File: src/rtl/toe_pkg.sv
// Shared types and constants for the TOE transmit arbiter.
// Holds the FSM state enum, channel tags and the channel-full decoder.
package toe_pkg;

  typedef enum logic [1:0] {
    ST_IDLE = 2'd0,
    ST_XFER = 2'd1,
    ST_GAP  = 2'd2
  } state_e;

  localparam logic [2:0] CHAN_NONE = 3'd0;
  localparam logic [2:0] CHAN_CMD  = 3'd1;
  localparam logic [2:0] CHAN_IMG  = 3'd2;

  localparam int TO_W = 10;

  // Only the command and image channels report back-pressure.
  function automatic logic chan_full(
    input logic [2:0] c,
    input logic [1:0] full
  );
    logic f;
    unique case (1'b1)
      (c == CHAN_CMD): f = full[0];
      (c == CHAN_IMG): f = full[1];
      default:         f = 1'b0;
    endcase
    return f;
  endfunction

endpackage

File: src/rtl/toe_tx_arbiter_rr.sv
// Combinational round-robin picker: first eligible index after last.
// Ports: elig/last in; gnt (one-hot), idx, found out.
module toe_tx_arbiter_rr #(
  parameter int N  = 2,
  parameter int IW = 1
) (
  input  logic [N-1:0]  elig,
  input  logic [IW-1:0] last,
  output logic [N-1:0]  gnt,
  output logic [IW-1:0] idx,
  output logic          found
);

  always_comb begin
    int c;
    logic [IW-1:0] ci;
    gnt   = '0;
    idx   = last;
    found = 1'b0;
    c     = 0;
    ci    = '0;
    for (int k = 1; k <= N; k++) begin
      c  = (int'(last) + k) % N;
      ci = IW'(c);
      if (!found && elig[ci]) begin
        found   = 1'b1;
        gnt[ci] = 1'b1;
        idx     = ci;
      end
    end
  end

endmodule

File: src/rtl/toe_tx_arbiter.sv
// Frame-level round-robin arbiter for the TOE transmit byte port.
// Ports: src_* per-source frame streams; tx/tx_data/tx_chan to TOE.
module toe_tx_arbiter
  import toe_pkg::*;
#(
  parameter int NUM_SRC    = 2,
  parameter int GAP_CYCLES = 2,
  parameter int TIMEOUT    = 1023
) (
  input  logic                 clk,
  input  logic                 rst_n,
  input  logic [NUM_SRC-1:0]   src_req,
  input  logic [3*NUM_SRC-1:0] src_chan,
  output logic [NUM_SRC-1:0]   src_gnt,
  input  logic [NUM_SRC-1:0]   src_valid,
  input  logic [8*NUM_SRC-1:0] src_data,
  input  logic [NUM_SRC-1:0]   src_last,
  output logic [NUM_SRC-1:0]   src_ready,
  output logic                 tx,
  output logic [7:0]           tx_data,
  output logic [2:0]           tx_chan,
  input  logic [1:0]           tx_full,
  output logic                 busy,
  output logic                 abort
);

  localparam int IW = (NUM_SRC > 2) ? 2 : 1;

  state_e             state_q, state_d;
  logic [NUM_SRC-1:0] gnt_q, gnt_d;
  logic [2:0]         chan_q, chan_d;
  logic [IW-1:0]      last_q, last_d;
  logic [TO_W-1:0]    wd_q, wd_d;
  logic [3:0]         gap_q, gap_d;
  logic               tx_q, tx_d;
  logic [7:0]         txd_q, txd_d;
  logic               abort_q, abort_d;

  logic [NUM_SRC-1:0] elig;
  logic [NUM_SRC-1:0] pick_gnt;
  logic [IW-1:0]      pick_idx;
  logic               pick_ok;
  logic [2:0]         pick_chan;

  logic               cur_full;
  logic               cur_valid;
  logic               cur_last;
  logic [7:0]         cur_data;
  logic               accept;

  always_comb begin
    elig      = '0;
    pick_chan = CHAN_NONE;
    for (int i = 0; i < NUM_SRC; i++) begin
      elig[i] = src_req[i] &
                ~chan_full(src_chan[3*i +: 3], tx_full);
      if (pick_gnt[i]) pick_chan = src_chan[3*i +: 3];
    end
  end

  toe_tx_arbiter_rr #(
    .N  (NUM_SRC),
    .IW (IW)
  ) u_rr (
    .elig  (elig),
    .last  (last_q),
    .gnt   (pick_gnt),
    .idx   (pick_idx),
    .found (pick_ok)
  );

  always_comb begin
    cur_full  = chan_full(chan_q, tx_full);
    cur_valid = 1'b0;
    cur_last  = 1'b0;
    cur_data  = '0;
    for (int i = 0; i < NUM_SRC; i++) begin
      if (gnt_q[i]) begin
        cur_valid = src_valid[i];
        cur_last  = src_last[i];
        cur_data  = src_data[8*i +: 8];
      end
    end
    src_ready = '0;
    if (state_q == ST_XFER && !cur_full) src_ready = gnt_q;
    accept = (state_q == ST_XFER) && !cur_full && cur_valid;
  end

  always_comb begin
    state_d = state_q;
    gnt_d   = gnt_q;
    chan_d  = chan_q;
    last_d  = last_q;
    wd_d    = wd_q;
    gap_d   = gap_q;
    tx_d    = 1'b0;
    txd_d   = txd_q;
    abort_d = 1'b0;
    unique case (state_q)
      ST_IDLE: begin
        if (pick_ok) begin
          gnt_d   = pick_gnt;
          chan_d  = pick_chan;
          last_d  = pick_idx;
          wd_d    = '0;
          state_d = ST_XFER;
        end
      end
      ST_XFER: begin
        if (accept) begin
          tx_d  = 1'b1;
          txd_d = cur_data;
          wd_d  = '0;
          if (cur_last) begin
            gnt_d   = '0;
            gap_d   = '0;
            state_d = ST_GAP;
          end
        end else if (!cur_full) begin
          // Granted source is starving an open channel.
          if (wd_q == TO_W'(TIMEOUT - 1)) begin
            abort_d = 1'b1;
            gnt_d   = '0;
            gap_d   = '0;
            wd_d    = '0;
            state_d = ST_GAP;
          end else begin
            wd_d = wd_q + 1'b1;
          end
        end
      end
      ST_GAP: begin
        if (gap_q == 4'(GAP_CYCLES - 1)) begin
          gap_d   = '0;
          state_d = ST_IDLE;
        end else begin
          gap_d = gap_q + 1'b1;
        end
      end
      default: state_d = ST_IDLE;
    endcase
  end

  always_ff @(posedge clk or negedge rst_n) begin
    if (!rst_n) begin
      state_q <= ST_IDLE;
      gnt_q   <= '0;
      chan_q  <= CHAN_NONE;
      last_q  <= IW'(NUM_SRC - 1);
      wd_q    <= '0;
      gap_q   <= '0;
      tx_q    <= 1'b0;
      txd_q   <= '0;
      abort_q <= 1'b0;
    end else begin
      state_q <= state_d;
      gnt_q   <= gnt_d;
      chan_q  <= chan_d;
      last_q  <= last_d;
      wd_q    <= wd_d;
      gap_q   <= gap_d;
      tx_q    <= tx_d;
      txd_q   <= txd_d;
      abort_q <= abort_d;
    end
  end

  assign src_gnt = gnt_q;
  assign tx      = tx_q;
  assign tx_data = txd_q;
  assign tx_chan = (state_q == ST_IDLE) ? CHAN_NONE : chan_q;
  assign busy    = (state_q != ST_IDLE);
  assign abort   = abort_q;

endmodule

File: config.mk
export PLATFORM = sky130hd
export DESIGN_NAME = toe_tx_arbiter
export DESIGN_NICKNAME = d
export VERILOG_FILES = /design/src/rtl/toe_pkg.sv /design/src/rtl/toe_tx_arbiter_rr.sv /design/src/rtl/toe_tx_arbiter.sv
export SDC_FILE = /design/constraint.sdc
export NUM_CORES = 1
export LEC_CHECK = 0
export ABC_AREA = 1
export CAP_MARGIN = 20
export CORE_MARGIN = 2
export CORE_UTILIZATION = 54
export DETAILED_ROUTE_END_ITERATION = 10
export PLACE_DENSITY_LB_ADDON = 0.3
export SLEW_MARGIN = 5
export SYNTH_ARGS = -nofsm -noshare
export SYNTH_HDL_FRONTEND = slang
export SYNTH_HIERARCHICAL = 1
export SYNTH_SLANG_ARGS = --single-unit
File: constraint.sdc
create_clock -name clk -period 3.5 [get_ports clk]
set_clock_uncertainty 0.05 [all_clocks]
set_input_delay 0.7 -clock clk [delete_from_list [all_inputs] [get_ports clk]]
set_output_delay 0.7 -clock clk [all_outputs]
set_load 0.1 [all_outputs]
==> impl_metrics.json <==
{
  "cts_buffers": 5,
  "path_max_fanout": 3,
  "postPlaceCellArea_um2": 2640,
  "relSlewSlack": 0.342,
  "end_kind": "output pin",
  "drcViolationCount": 0,
  "htreeDepth": 2,
  "grtUsageTotal": 0.240,
  "p_leak_nw": 1.31,
  "crit_top_cell": "nand2_1",
  "ys_seq_area_frac": 0.377,
  "instances_no_fill": 382,
  "syn2layout_area_growth_pct": 28.3,
  "synth.most_common_cell": "nand2_1",
  "drt-vias-per-instance": 5.17,
  "synthFlopType": "dfrtp_1",
  "die_h_um": 66.8,
  "drtPass1Iterations": 4,
  "period_share": 0.768,
  "place.gp.congestion": 0.833,
  "arrival_ps": 1940,
  "ys_warn_count": 6,
  "num_antenna_cells": 0,
  "synth_area_leaders": "dfrtp_1, nand2_1, inv_1",
  "cts_resized": 0,
  "wl_per_cell_um": 12.5,
  "via_count": 1975,
  "worst_pin_slew_ps": 984,
  "start_util": 0.573,
  "gr-total-overflow": 0,
  "clk_pin_slew_ps": 60,
  "fin_area_um2": 2730,
  "hold_path_class": "flip-flop to flip-flop",
  "status": "finished, final reports clean",
  "synth_fp_nets": 320,
  "criticalPathCategory": "primary input to output pin",
  "clkSinkCount": 32,
  "max_stage_delay_ps": 450,
  "async_flop_share": 1.00,
  "placementRows": 22,
  "root_buffer": "clkbuf_8",
  "fin_setup_tns_ps": 0,
  "dieArea_um2": 4460,
  "synthTopCellsByCount": "nand2_1, inv_1, dfrtp_1, nor2_1, nand3_1",
  "cts_tree": "built",
  "cp-start-kind": "primary input",
  "slew_violations": 0,
  "critPathSlowestCell": "clkdlybuf4s50_1",
  "cap_viol_max_count": 0,
  "finalSetupViolations": 0,
  "grt_pass1_vias": 1812,
  "min_period_ps": 2690,
  "cts_hold_buf": 0,
  "port_buffers": 49,
  "pin_count": 50,
  "grt_pass1_wl_um": 7940,
  "path_cells": "clkdlybuf4s50_1 -> nand2_1 -> nand2_2 -> nand3_2 -> nand2_1 -> nor2_1 -> buf_12",
  "clockBufferDepth": 2,
  "ir_drop_mv": 0.487,
  "core-area_um2": 3720,
  "synth_area_um2": 2130,
  "die_w_um": 66.8,
  "drive_gt1_frac": 0.177,
  "post-cts-setup-buffers": 0,
  "initialDrtViolationCount": 108,
  "ys_ff_latch": 32,
  "grt_max_degree": 33,
  "hold_violations": 0,
  "yosys.area.top_type": "dfrtp_1",
  "nNetsFinal": 372,
  "dp_cells": 374,
  "grt_setup_unrepaired": "no",
  "postLayoutCoreUtil": 0.735,
  "max_freq_mhz": 372,
  "powerDensity_nw_per_um2": 849,
  "synth_cell_types": 35,
  "synth_edf_count": 0,
  "syn-instance-count": 281,
  "dp_hpwl_um": 3720,
  "finalPower_mw": 2.32,
  "antenna_found_initial": 0,
  "yosysTopAreaCellShare": 0.364,
  "clkLatencyLatePin_ps": 290,
  "drt-total-wl_um": 4790,
  "ant_nets": 0,
  "syn_avg_cell_area_um2": 7.58,
  "worst_ep_required_time_ps": 2750
}
-- where the power goes --
part / internal, mW / switching [mW] / leakage (nW) / total (mW)
clock network: 0.157 / 0.137 / 0.0510 / 0.294
logic: 0.370 / 1.09 / 0.830 / 1.46
registers: 0.474 / 0.0917 / 0.426 / 0.566
total: 1.00 / 1.32 / 1.31 / 2.32
-- through the flow --
stage	hold WS (ps)	setup WS [ps]
6_report	437	814
5_1_grt	454	704
4_1_cts	443	810
3_5_place_dp	424	726
3_3_place_gp	414	812
2_1_floorplan	354	339
-- worst paths after layout --
| path | startpoint | endpoint | slack (ps) | depth (start not counted) |
|---|---|---|---|---|
| max | tx_full[0] | src_ready[1] | 810 | 7 |
| min | tx_data[7] | tx_data[7] | 440 | 2 |
| max reg2reg | src_gnt[1] | state_q[0] | 1390 | 7 |
| min reg2reg | tx_data[7] | tx_data[7] | 440 | 2 |
| max in group asynchronous | rst_n | last_q | 2320 | 2 |
| min in group asynchronous | rst_n | state_q[1] | 760 | 2 |
-- flip-flops by register name, summed over array words and instances (netlist names) --
name and cells:
src_gnt 2, gap_q 4, tx 1, state_q 2, wd_q 10, tx_data 8, chan_q 3, last_q 1
abort 1
-- layer usage --
layer | track usage | wire (µm) | up-vias | part of all wire
met5 | 0 | 0 | - | 0
met4 | 0.0893 | 99 | 0 | 0.021
met3 | 0.0591 | 266 | 12 | 0.056
met2 | 0.391 | 2240 | 59 | 0.47
met1 | 0.307 | 2180 | 890 | 0.46
li1 | - | - | 1014 | -
-- critical path, delay by kind of cell --
family / cells / cell delay, ps
AND/OR/NAND/NOR: 5 / 580
buffers and inverters: 2 / 650
-- cell families (layout without fill, tap and decap cells) --
group / count (synthesis) / count (layout) / share of synthesized area
AO/OA/AOI/OAI: 48 / 48 / 0.151
AND/OR/NAND/NOR: 143 / 143 / 0.317
XOR/XNOR: 2 / 2 / 0.00823
adder cells (fa/ha/maj): 7 / 7 / 0.0411
buffers and inverters: 49 / 102 / 0.106
flip-flops: 32 / 32 / 0.377
-- layout make-up --
class / count / area [µm²]
Clock inverter: 2 / 10.0
Inverter: 43 / 165
Multi-Input combinational cell: 200 / 1100
Timing Repair Buffer: 51 / 510
Tap cell: 48 / 60.1
Fill cell: 304 / 985
Sequential cell: 32 / 802
Clock buffer: 6 / 82.6
-- cells in the final DEF, fill, tap and decap left out --
master	Yosys	final
a211oi_1	1	1
a21boi_0	2	2
a21oi_1	8	8
a22oi_1	11	11
buf_12	0	2
buf_4	1	8
clkbuf_8	0	6
clkdlybuf4s50_1	0	41
clkinv_2	1	3
dfrtp_1	31	31
dfstp_2	1	1
ha_1	7	7
inv_1	34	34
inv_2	7	7
inv_4	1	1
nand2_1	68	68
nand2_2	8	8
nand2_4	2	2
nand3_1	19	19
nand3_2	4	4
nand4_1	6	6
nand4_4	1	1
nor2_1	28	28
nor2_2	4	4
nor2_4	1	1
nor3_1	1	1
o21ai_0	6	6
o21ai_1	7	7
o21ai_2	10	10
o21bai_1	1	1
o31a_1	1	1
o31ai_1	1	1
or2_2	1	1
xnor2_1	1	1
xor2_1	1	1
No activity file was read; power rests on OpenSTA's default activity.
